[config.mk]
export PLATFORM = sky130hd
export DESIGN_NAME = bus_xfer_datapath
export DESIGN_NICKNAME = d
export VERILOG_FILES = /design/src/rtl/bus_xfer_datapath.sv
export SDC_FILE = /design/constraint.sdc
export NUM_CORES = 2
export LEC_CHECK = 0
export BUFFER_PORTS_ARGS = -buffer_cell sky130_fd_sc_hd__buf_2
export CAP_MARGIN = 20
export CELL_PAD_IN_SITES_DETAIL_PLACEMENT = 1
export CELL_PAD_IN_SITES_GLOBAL_PLACEMENT = 2
export CORE_MARGIN = 1
export CORE_UTILIZATION = 37
export CTS_CLUSTER_SIZE = 20
export DETAILED_ROUTE_END_ITERATION = 6
export PLACE_DENSITY = 0.8
export SLEW_MARGIN = 30
export SYNTH_ARGS = -nofsm -noshare
export SYNTH_HDL_FRONTEND = slang
export SYNTH_SLANG_ARGS = --single-unit
[constraint.sdc]
create_clock -name clk -period 32.4 [get_ports clk]
set_clock_uncertainty 0.1 [all_clocks]
set_input_delay 6.48 -clock clk [delete_from_list [all_inputs] [get_ports clk]]
set_output_delay 6.48 -clock clk [all_outputs]
set_load 0.005 [all_outputs]
[src/rtl/bus_xfer_datapath.sv]
// ============================================================================
// bus_xfer_datapath: shared-bus register file with a handshaked 3-cycle
// transfer sequencer and ALU/memory side-load paths.
// Optional feature macro: BUS_CONFLICT_TRAP_EN (traps non-one-hot sources).
// Revision: 1.0
// ============================================================================
`default_nettype none

module bus_xfer_datapath #(
  parameter  int DATA_W  = 32,
  parameter  int NUM_GPR = 16,
  localparam int SRC_N   = NUM_GPR + 9,
  localparam int IDX_W   = $clog2(SRC_N)
) (
  input  logic                clk,
  input  logic                clr,
  input  logic                xfer_valid,
  output logic                xfer_ready,
  input  logic [SRC_N-1:0]    src_sel,
  input  logic [SRC_N-1:0]    dst_en,
  output logic                xfer_done,
  output logic [DATA_W-1:0]   bus_contents,
  input  logic                z_load,
  input  logic [2*DATA_W-1:0] z_in,
  input  logic                mem_load,
  input  logic [DATA_W-1:0]   mdata_in,
  input  logic                err_clr,
  output logic                err,
  output logic [15:0]         xfer_count,
  input  logic [IDX_W-1:0]    dbg_idx,
  output logic [DATA_W-1:0]   dbg_data
);

  localparam int I_ZHI = NUM_GPR + 2;
  localparam int I_ZLO = NUM_GPR + 3;
  localparam int I_MDR = NUM_GPR + 6;

  localparam logic [1:0] S_IDLE  = 2'd0;
  localparam logic [1:0] S_DRIVE = 2'd1;
  localparam logic [1:0] S_WRITE = 2'd2;

  logic [1:0]        state_q, state_d;
  logic [SRC_N-1:0]  src_q, dst_q;
  logic [DATA_W-1:0] bus_q, bus_d;
  logic [DATA_W-1:0] regs_q [SRC_N];
  logic              done_q;
  logic [15:0]       cnt_q;
  logic              err_q;

  logic w_reject, w_latch, w_drive, w_write;

`ifdef BUS_CONFLICT_TRAP_EN
  logic w_onehot;
  assign w_onehot = (src_sel != '0) && ((src_sel & (src_sel - 1'b1)) == '0);
  assign w_reject = (state_q == S_IDLE) && xfer_valid && !w_onehot;
`else
  assign w_reject = 1'b0;
`endif

  always_ff @(posedge clk or posedge clr) begin
    if (clr) state_q <= S_IDLE;
    else     state_q <= state_d;
  end

  always_comb begin
    state_d = state_q;
    case (state_q)
      S_IDLE:  if (xfer_valid && !w_reject) state_d = S_DRIVE;
      S_DRIVE: state_d = S_WRITE;
      S_WRITE: state_d = S_IDLE;
      default: state_d = S_IDLE;
    endcase
  end

  always_comb begin
    xfer_ready = (state_q == S_IDLE);
    w_latch    = (state_q == S_IDLE) && xfer_valid && !w_reject;
    w_drive    = (state_q == S_DRIVE);
    w_write    = (state_q == S_WRITE);
  end

  // Descending scan so the lowest-index set bit is the final winner.
  always_comb begin
    bus_d = '0;
    for (int i = SRC_N - 1; i >= 0; i--) begin
      if (src_q[i]) bus_d = regs_q[i];
    end
  end

  always_ff @(posedge clk or posedge clr) begin
    if (clr) begin
      src_q  <= '0;
      dst_q  <= '0;
      bus_q  <= '0;
      done_q <= 1'b0;
      cnt_q  <= '0;
      err_q  <= 1'b0;
    end else begin
      if (w_latch) begin
        src_q <= src_sel;
        dst_q <= dst_en;
      end
      if (w_drive) bus_q <= bus_d;
      done_q <= w_write;
      cnt_q  <= cnt_q + 16'(w_write);
      err_q  <= w_reject | (err_q & ~err_clr);
    end
  end

  // Bus writes take priority over side-loads on the same register.
  always_ff @(posedge clk or posedge clr) begin
    if (clr) begin
      for (int i = 0; i < SRC_N; i++) regs_q[i] <= '0;
    end else begin
      for (int i = 0; i < SRC_N; i++) begin
        if (w_write && dst_q[i])        regs_q[i] <= bus_q;
        else if (z_load && i == I_ZHI)  regs_q[i] <= z_in[2*DATA_W-1:DATA_W];
        else if (z_load && i == I_ZLO)  regs_q[i] <= z_in[DATA_W-1:0];
        else if (mem_load && i == I_MDR) regs_q[i] <= mdata_in;
      end
    end
  end

  always_comb begin
    dbg_data = '0;
    for (int i = 0; i < SRC_N; i++) begin
      if (dbg_idx == IDX_W'(i)) dbg_data = regs_q[i];
    end
  end

  assign xfer_done    = done_q;
  assign bus_contents = bus_q;
  assign xfer_count   = cnt_q;
  assign err          = err_q;

endmodule

`default_nettype wire

==> implementation parameters <==
Parameter                              Value

Power
  Power per standard cell area    95.0 nW/µm²
  Combinational Power Share    34.1%
  Worst VDD drop    0.0434 mV
  Sequential cell fraction of total power    42.2%
  Switching power share of the total    40.4%
  Leakage    0.0229 µW
  Internal power    3160 µW
  Part of the power in the clock network    23.7%
  Sw power    2140 µW

Global route
  Remaining global-route overflow    0
  Number of global-route vias before repair    43800
  Initial antenna violation count    18
  First-pass GRT wire length    328000 µm
  Gr usage total    33.3%
  Pin count of the biggest net entering global routing    158

Detailed routing
  DR DRC count    0
  Final routed wire length divided by cell count    34.4 µm
  Remaining number of nets flagged by the antenna check after routing    0
  WL final    229000 µm
  Via count normalized by instance count    6.54
  Detailed-router iteration count before antenna repair    7
  DR iter-0 viols    5357
  Vias after detailed routing    43600

Synth
  Dominant cell type by area after synthesis    dfrtp_1
  Top-count cell post-synth    dfrtp_1
  EDFF count, synth    0
  Async set-or-reset flop fraction in the synthesized netlist    100%
  Top cells by area in the synthesized netlist    dfrtp_1 (46%), mux2_2 (18%), a21oi_1 (3.9%)
  Area fraction of the dominant cell type after synthesis    45.7%
  Synth Warn #    0
  Post-Syn Area    49300 µm²
  Dominant synthesized flop cell    dfrtp_1
  Synthesized flop and latch total    902
  Sequential-to-total area share from yosys stat    45.7%
  Count of mapped cells out of synthesis    4806
  Most common library cells after synthesis    dfrtp_1 (902), mux2_2 (767), nand2_1 (391), a21oi_1 (385), clkbuf_1 (298)
  Net Count, Synth    4965
  Number of distinct library cells after synthesis    73
  Synthesized area divided by synthesized cell count    10.3 µm²

Cells and area
  Share of post-route cells with drive strength above 1    29.4%
  Final Net Count    4970
  Synthesis-to-layout area growth    13.1%

Placed design
  Placed wire-length estimate after detailed placement    145000 µm
  Setup slack after placement    14760 ps
  Count of buffers inserted at the top-level ports    239
  Final estimated routing congestion in global placement    0.968

Die
  Starting Density    37.4%
  Overall die area    135000 µm²
  Horizontal extent of the die    367 µm
  Number of I/O pins    240
  Number of rows created at floorplan    133
  Core Region    132000 µm²
  Vertical extent of the die    367 µm

Critical path
  Startpoint Class    input port
  Crit end category    output port
  Data required time at the worst endpoint    25820 ps
  Crit Path Max Fanout    91
  Start-to-end type of the worst setup path    in -> out
  Endpoint arrival time on the critical path    11360 ps

Clocking
  Num CTS Buffers    105
  Number of resized instances in the post-cts repair step    0
  Buffer cell driving the clock tree root    clkbuf_16
  Reg clk slew, reported paths    60 ps
  Cts hold-fix bufs    0
  Maximum level of the CTS H-tree    3
  Bufs on Longest Clock Path    3
  Number of buffers inserted by post-CTS setup repair    0
  CTS tree    built
  Worst skew pair latency    750 ps
  Sink count of the clock tree    902

Job
  Max Cap Viol    0

Timing
  Actual transition at the worst max-transition pin    1160 ps
  Final count of negative-setup-slack endpoints    0
  Final min period    17940 ps
  Final Cycle Share    55.4%
  Worst Slack Setup Final    14460 ps
  Highest clock rate    55.8 MHz
  Max-slew violations    0
  Final Hold Viols    0
  Setup repair after global routing missed its margin    false
  Slew Limit Headroom    20.9%
  Setup TNS    0 ps

Worst hold path
  Tightest Hold Check Type    reg -> reg

Outcome
  Outcome    finished, final reports clean
-- routing by layer --
layer  up-vias  wire length [µm]  GRT usage, %
met2      2553             96400          47.8
met5         -               113             0
met1     22700             94800          45.6
met4        16             11700          16.5
met3       597             25700          9.48
li1      17700                 -             -
-- power by group through the flow --
stage | clock, µW | sequential [µW] | combinational, µW
3_5_place_dp | 0 | 2210 | 1760
3_3_place_gp | 0 | 2190 | 1710
4_1_cts | 1260 | 2200 | 1770
5_1_grt | 1310 | 2280 | 1910
6_report | 1260 | 2240 | 1810
2_1_floorplan | 0 | 1950 | 1230
-- logic make-up (layout without fill, tap and decap cells) --
family          Yosys count  in the layout  synth area share, %
compound gates         1232           1232                 16.2
xor+xnor                 14             14                0.248
fa+ha+maj                 2              2               0.0507
buf+inv                 575            662                 4.68
flops                   902            902                 45.7
mux                     971            971                 22.3
other cells               0              9                    0
simple gates           1110           1110                 10.8
-- layout by cell type (no fill, tap or decap), types with 25 or more instances in the layout --
master,instances
nand2_1,362
mux2_2,767
o31a_1,32
nor3b_1,73
o21ai_0,230
nand3_1,27
nor4_1,40
o22ai_1,94
buf_2,236
clkbuf_16,107
dfrtp_1,881
buf_4,139
a2111oi_0,65
nor3_1,73
o221ai_1,45
nand2b_1,39
inv_1,83
a22oi_1,52
nand2_2,29
mux2i_1,179
nor2_1,285
nor2b_1,49
o211ai_1,49
o21ai_1,29
a221oi_1,128
a21oi_1,383
mux4_2,25
nand3b_1,72
-- cell type report --
cell class	instances	area, µm²
diodes	9	22.5
clock buffers	151	3050
clock inverters	38	490
fillers	14400	76200
inverters	87	339
multi-input cells	3329	24700
flip-flops and latches	902	22600
well taps	1755	2200
repair buffers	386	2430
-- worst max-delay path, cell delays in order --
cell	delay (ps)
buf_8	520
buf_12	540
buf_4	730
nor2_4	200
buf_4	350
nand2_2	750
o22ai_1	160
nor4_1	780
o21ai_0	240
o21ai_0	190
buf_2	180
-- path summary, 6_finish.rpt --
kind | slack [ps] | to | depth (start not counted) | start
max reg2reg | 28190 | bus_contents[7] | 8 | src_q[13]
max in group asynchronous | 23180 | regs_q[11] | 6 | clr
min reg2reg | 380 | xfer_count[15] | 1 | xfer_count[15]
max | 14460 | dbg_data[23] | 11 | dbg_idx[0]
min | 380 | xfer_count[15] | 1 | xfer_count[15]
min in group asynchronous | 5720 | state_q[1] | 2 | clr
-- through the flow --
step           power (µW)  std cells  hold WS [ps]  utilization (%)  area [µm²]
6_report             5300       6657           382             42.3       55800
5_1_grt              5510       6648           411             42.3       55800
4_1_cts              5230       6646           386             42.2       55700
3_5_place_dp         3970       6457           374             39.5       52100
3_3_place_gp         3890       6457           357             39.5       52100
2_1_floorplan        3180       4806           368                -       49300
-- sequential cells by signal, summed over array words and instances (netlist names) --
signal and flops:
regs_q 800, bus_contents 32, dst_q 25, src_q 25, xfer_count 16, state_q 2
err 1, xfer_done 1
Note: power is estimated with default switching activity, not from simulation.
